$ cat config.mk
export PLATFORM = sky130hd
export DESIGN_NAME = maze_path_replay
export DESIGN_NICKNAME = d
export VERILOG_FILES = /design/src/rtl/maze_path_replay.sv
export SDC_FILE = /design/constraint.sdc
export NUM_CORES = 1
export LEC_CHECK = 0
export ABC_CLOCK_PERIOD_IN_PS = 3800
export BUFFER_PORTS_ARGS = -buffer_cell sky130_fd_sc_hd__buf_2
export CELL_PAD_IN_SITES_DETAIL_PLACEMENT = 2
export CELL_PAD_IN_SITES_GLOBAL_PLACEMENT = 2
export CORE_UTILIZATION = 30
export DETAILED_ROUTE_END_ITERATION = 7
export PLACE_DENSITY_LB_ADDON = 0.1
export SLEW_MARGIN = 20
export SYNTH_ARGS = -nofsm -noshare
export SYNTH_HDL_FRONTEND = slang
export SYNTH_SLANG_ARGS = --single-unit
$ cat constraint.sdc
create_clock -name clk -period 3.8 [get_ports clk]
set_input_delay 0.19 -clock clk [delete_from_list [all_inputs] [get_ports clk]]
set_output_delay 0.19 -clock clk [all_outputs]
set_load 0.05 [all_outputs]
$ cat src/rtl/maze_path_replay.sv
// maze_path_replay: direction stack for the maze-search controller, plus an
// in-order replay of the stored path with (i,j) position tracking.
//
//  state  | meaning
//  -------+--------------------------------------------------------------
//  BUILD  | push/pop accepted; top_dir follows the stack top
//  REPLAY | stored moves presented oldest-first, one per handshake
//  DONE   | replay finished (or empty path); holds until RST
module maze_path_replay #(
    parameter int DEPTH   = 256,
    parameter int AW      = 8,
    parameter int COORD_W = 4,
    parameter int START_I = 0,
    parameter int START_J = 0
) (
    input  logic               clk,
    input  logic               RST,
    input  logic               push,
    input  logic               pop,
    input  logic [1:0]         dir_in,
    output logic [1:0]         top_dir,
    output logic               empty,
    output logic               full,
    output logic               err,
    input  logic               run,
    output logic               move_valid,
    output logic [1:0]         move,
    input  logic               move_ready,
    output logic [COORD_W-1:0] pos_i,
    output logic [COORD_W-1:0] pos_j,
    output logic               busy,
    output logic               done_show
);

    typedef enum logic [1:0] {
        BUILD  = 2'd0,
        REPLAY = 2'd1,
        DONE   = 2'd2
    } state_t;

    localparam logic [1:0] DIR_UP    = 2'b00;
    localparam logic [1:0] DIR_RIGHT = 2'b01;
    localparam logic [1:0] DIR_LEFT  = 2'b10;
    localparam logic [1:0] DIR_DOWN  = 2'b11;

    // sp counts 0..DEPTH, so it needs one bit more than the read pointer
    localparam logic [AW:0]        SP_FULL   = (AW+1)'(DEPTH);
    localparam logic [AW:0]        SP_ONE    = (AW+1)'(1);
    localparam logic [AW:0]        SP_TWO    = (AW+1)'(2);
    localparam logic [COORD_W-1:0] POS_ONE   = COORD_W'(1);
    localparam logic [COORD_W-1:0] POS_I_RST = COORD_W'(START_I);
    localparam logic [COORD_W-1:0] POS_J_RST = COORD_W'(START_J);

    logic [1:0] mem [DEPTH];

    state_t             state_q, state_d;
    logic [AW:0]        sp_q, sp_d;
    logic [AW-1:0]      rd_q, rd_d;
    logic [1:0]         top_q, top_d;
    logic               err_q, err_d;
    logic               mv_q, mv_d;
    logic [1:0]         move_q, move_d;
    logic               busy_q, busy_d;
    logic               done_q, done_d;
    logic [COORD_W-1:0] pos_i_q, pos_i_d;
    logic [COORD_W-1:0] pos_j_q, pos_j_d;

    logic               wr_en;
    logic [AW-1:0]      wr_addr;
    logic [1:0]         wr_data;

    logic               empty_w;
    logic               full_w;
    logic [AW:0]        sp_m1;
    logic [AW:0]        sp_m2;
    logic [AW-1:0]      rd_p1;

    assign empty_w = (sp_q == '0);
    assign full_w  = (sp_q == SP_FULL);
    assign sp_m1   = sp_q - SP_ONE;
    assign sp_m2   = sp_q - SP_TWO;
    assign rd_p1   = rd_q + AW'(1);

    // Stack storage; contents deliberately not reset, writes blocked during reset
    always_ff @(posedge clk) begin
        if (!RST && wr_en) begin
            mem[wr_addr] <= wr_data;
        end
    end

    // State and control registers with synchronous active-high reset
    always_ff @(posedge clk) begin
        if (RST) begin
            state_q <= BUILD;
            sp_q    <= '0;
            rd_q    <= '0;
            top_q   <= 2'b00;
            err_q   <= 1'b0;
            mv_q    <= 1'b0;
            move_q  <= 2'b00;
            busy_q  <= 1'b0;
            done_q  <= 1'b0;
            pos_i_q <= POS_I_RST;
            pos_j_q <= POS_J_RST;
        end else begin
            state_q <= state_d;
            sp_q    <= sp_d;
            rd_q    <= rd_d;
            top_q   <= top_d;
            err_q   <= err_d;
            mv_q    <= mv_d;
            move_q  <= move_d;
            busy_q  <= busy_d;
            done_q  <= done_d;
            pos_i_q <= pos_i_d;
            pos_j_q <= pos_j_d;
        end
    end

    // Next-state: stack ops in BUILD, handshake-driven replay, terminal DONE
    always_comb begin
        state_d = state_q;
        sp_d    = sp_q;
        rd_d    = rd_q;
        top_d   = top_q;
        err_d   = err_q;
        mv_d    = mv_q;
        move_d  = move_q;
        busy_d  = busy_q;
        done_d  = done_q;
        pos_i_d = pos_i_q;
        pos_j_d = pos_j_q;
        wr_en   = 1'b0;
        wr_addr = sp_q[AW-1:0];
        wr_data = dir_in;

        case (state_q)
            BUILD: begin
                // push+pop on an empty stack degrades to a plain push
                if (push && (!pop || empty_w)) begin
                    if (!full_w) begin
                        wr_en   = 1'b1;
                        wr_addr = sp_q[AW-1:0];
                        sp_d    = sp_q + SP_ONE;
                        top_d   = dir_in;
                    end else begin
                        err_d = 1'b1;
                    end
                end else if (push && pop) begin
                    wr_en   = 1'b1;
                    wr_addr = sp_m1[AW-1:0];
                    top_d   = dir_in;
                end else if (pop) begin
                    if (!empty_w) begin
                        sp_d  = sp_m1;
                        top_d = (sp_q >= SP_TWO) ? mem[sp_m2[AW-1:0]] : 2'b00;
                    end else begin
                        err_d = 1'b1;
                    end
                end

                // run sees the stack as updated by this cycle's operation
                if (run) begin
                    if (sp_d == '0) begin
                        state_d = DONE;
                        done_d  = 1'b1;
                    end else begin
                        state_d = REPLAY;
                        rd_d    = '0;
                        mv_d    = 1'b1;
                        busy_d  = 1'b1;
                        // bypass a same-cycle write to entry 0
                        move_d  = (wr_en && (wr_addr == '0)) ? wr_data : mem[0];
                    end
                end
            end

            REPLAY: begin
                if (mv_q && move_ready) begin
                    case (move_q)
                        DIR_UP:    pos_i_d = pos_i_q - POS_ONE;
                        DIR_DOWN:  pos_i_d = pos_i_q + POS_ONE;
                        DIR_LEFT:  pos_j_d = pos_j_q - POS_ONE;
                        DIR_RIGHT: pos_j_d = pos_j_q + POS_ONE;
                        default:   pos_i_d = pos_i_q;
                    endcase

                    if ({1'b0, rd_q} == sp_m1) begin
                        state_d = DONE;
                        mv_d    = 1'b0;
                        busy_d  = 1'b0;
                        done_d  = 1'b1;
                    end else begin
                        rd_d   = rd_p1;
                        move_d = mem[rd_p1];
                    end
                end
            end

            DONE: begin
                mv_d   = 1'b0;
                busy_d = 1'b0;
                done_d = 1'b1;
            end

            default: begin
                state_d = BUILD;
            end
        endcase
    end

    assign top_dir    = top_q;
    assign empty      = empty_w;
    assign full       = full_w;
    assign err        = err_q;
    assign move_valid = mv_q;
    assign move       = move_q;
    assign pos_i      = pos_i_q;
    assign pos_j      = pos_j_q;
    assign busy       = busy_q;
    assign done_show  = done_q;

endmodule

==> out/qor.yml <==
logic_synthesis:
  synth_edf_count: 512
  synth_cell_types: 85
  synth_top_area_share_pct: 54.2
  yosys.area.top_type: "edfxtp_1"
  ys_dominant_reg_cell: "edfxtp_1"
  netlist_area_mm2: 0.0284
  ys_ff_latch: 546
  yosys_warnings: 0
  ys_seq_area_share_pct: 56.6
  synth_fp_nets: 1989
  synth_area_leaders: "edfxtp_1 (54%), mux4_2 (21%), nor2_1 (4.7%), dfxtp_1 (2.4%), mux2i_1 (2.3%)"
  synth_top_cells_by_count: "edfxtp_1 (512), nor2_1 (354), mux4_2 (265), nand2_1 (116), clkbuf_1 (103)"
  synthCells: 1963
  ys_async_sr_fraction_pct: 0
  avgSynthCellArea_um2: 14.4
  yosys.cell_count.top_type: "edfxtp_1"
critical_path:
  crit_start: "rd_q[1]"
  start_kind: "flip-flop"
  r2r_start: "rd_q[1]"
  crit_required_ns: 4.29
  r2r_slack_ns: -0.003
  worst-path-max-fanout: 14
  crit_arrival_ns: 4.29
  worst_setup_path_end_kind: "flip-flop"
  crit_type: "flip-flop to flip-flop"
sta:
  finalWorstSetupSlack_ns: -0.00293
  fmax_ghz: 0.263
  slew_headroom_pct: 31.7
  final-max-slew-violation-count: 0
  clock_skew_ns: 0.0284
  setup_tns_ns: -0.00293
  finalSetupViolations: 1
  worstMarginPinSlew_ns: 1.02
  grt_setup_unrepaired: "true"
  finalCriticalPeriod_ns: 3.80
  fin_crit_sh_pct: 100
  finalHoldViolCount: 0
run:
  cap_viol_max_count: 0
global_route:
  grt_max_degree: 133
  overflow: 0
  grt_pass1_wl_um: 156000
  antenna_found_initial: 1
  grt_usage_pct: 22.9
  grt_pass1_vias: 20400
clocking:
  postCtsSetupBuffers: 0
  cts.sinks: 546
  tritoncts: "yes"
  clk_path_buf_depth: 3
  insertion_delay_ns: 0.64
  h-tree-depth: 3
  clockRootBuffer: "clkbuf_16"
  clk_pin_slew_worst_paths_ns: 0.06
  cts_inserted_buffers: 69
drt:
  dr_total_vias: 18800
  dr.pass1.iters: 5
  drc_errors: 0
  vias_per_cell: 5.64
  post_drt_wl_per_cell_um: 32.5
  first_iter_violations: 1510
  drt_wl_total_um: 108000
  ant_nets: 0
finish:
  final_cell_area_mm2: 0.0330
  fill_cells: 9394
  area_delta_synth_final_pct: 16.2
  drive_above_1_share_pct: 27.0
  fin_nets: 2054
die:
  start_util_pct: 30.3
  io_pins: 26
  core_area_mm2: 0.0935
  die_area_mm2: 0.0958
  fp.dieW_um: 309
  row_count: 112
  die_h_um: 309
outcome:
  status: "finished with violations"
  violations: "negative setup slack"
hold_path:
  worstHoldStart: "dir_in[1]"
  hold_class: "input port to flip-flop"
placed_design:
  dp_hpwl_um: 70200
  place.gp.congestion: 0.831
  placed_cell_area_mm2: 0.0307
  io_buffers: 25
pwr:
  leakagePower_nw: 9.93
  irDropWorstVdd_mv: 0.452
  p_total_w: 0.0218
  power_density_mw_per_mm2: 662
where the power goes:
part,internal (W),total [W],switching (W)
logic,0.00338,0.00859,0.00521
clock network,0.00379,0.00644,0.00265
registers,0.00667,0.00679,0.000120
total,0.0138,0.0218,0.00798
timing repair:
action,CTS,global route
gates resized for setup,2,11
endpoints found under the setup margin,14,270
hold endpoints to repair,2,0
gates cloned,0,0
hold buffers,1,0
kinds of logic (layout without fill, tap and decap cells):
kind of cell             after synthesis  in the layout  synth area share [%]
buffers and inverters                179            295                  2.62
XOR/XNOR                              45             45                  1.42
multiplexers                         332            332                  23.4
other                                  0              1                     0
AO/OA/AOI/OAI                        222            222                  5.46
adder cells (fa/ha/maj)               18             18                 0.847
flip-flops                           546            546                  56.6
AND/OR/NAND/NOR                      621            621                  9.63
per-layer routing:
layer	part of all wire (%)	GRT usage, %	up-vias
li1	-	-	7908
met1	44	31.1	10300
met2	49	38.7	485
met3	4.3	2.90	109
met4	2.1	5.92	0
met5	0	0	-
registers in the layout, indices dropped and copies added (netlist names):
name       count
busy           1
done_show      1
err            1
mem          512
move           2
pos_i          4
pos_j          4
rd_q           8
sp_q           9
state_q        2
top_dir        2
per-stage QoR:
step           util (%)  setup slack (ns)  hold WS, ns  instances
6_report           35.3          -0.00293       0.0501       3334
4_1_cts            35.2           0.00688       0.0520       3333
3_5_place_dp       32.9           -0.0924        0.463       3210
5_1_grt            35.3           -0.0705       0.0773       3333
3_3_place_gp       32.9            -0.191        0.456       3210
2_1_floorplan         -           0.00387        0.289       1963
final timing paths:
check | depth (start not counted) | to
worst max register to register | 10 | move[1]
worst min-delay path | 1 | mem[53][1]
worst max-delay path | 10 | move[1]
worst min register to register | 2 | err
worst max-delay path: stages (launching register included):
cell	delay, ns
dfxtp_1	0.52
ha_4	0.31
xor2_4	0.27
buf_12	0.22
mux4_2	0.52
nor2b_1	0.14
a211oi_1	0.39
o21ai_0	0.38
a31oi_1	0.40
a211o_1	0.32
a311oi_1	0.14
layout by cell type (no fill, tap or decap), types with 27 or more instances in the layout:
| master | instances |
|---|---|
| nor2_1 | 353 |
| nand3_1 | 43 |
| nor3_1 | 27 |
| dfxtp_1 | 30 |
| mux2i_1 | 64 |
| o21ai_0 | 33 |
| edfxtp_1 | 512 |
| buf_4 | 112 |
| mux4_2 | 265 |
| clkbuf_16 | 72 |
| nand2_1 | 115 |
| a21oi_1 | 45 |
area by class of cell:
cell class | instances | area, um2 | share of cell area, %
Sequential cell | 546 | 16100 | 48.8
Multi-Input combinational cell | 1238 | 11700 | 35.5
Clock buffer | 90 | 1900 | 5.76
Tap cell | 1254 | 1570 | 4.76
Timing Repair Buffer | 157 | 1380 | 4.18
Clock inverter | 32 | 272 | 0.824
Inverter | 16 | 60.1 | 0.182
Antenna cell | 1 | 2.50 | 0.00759
Power figures use the tool's default switching activity.
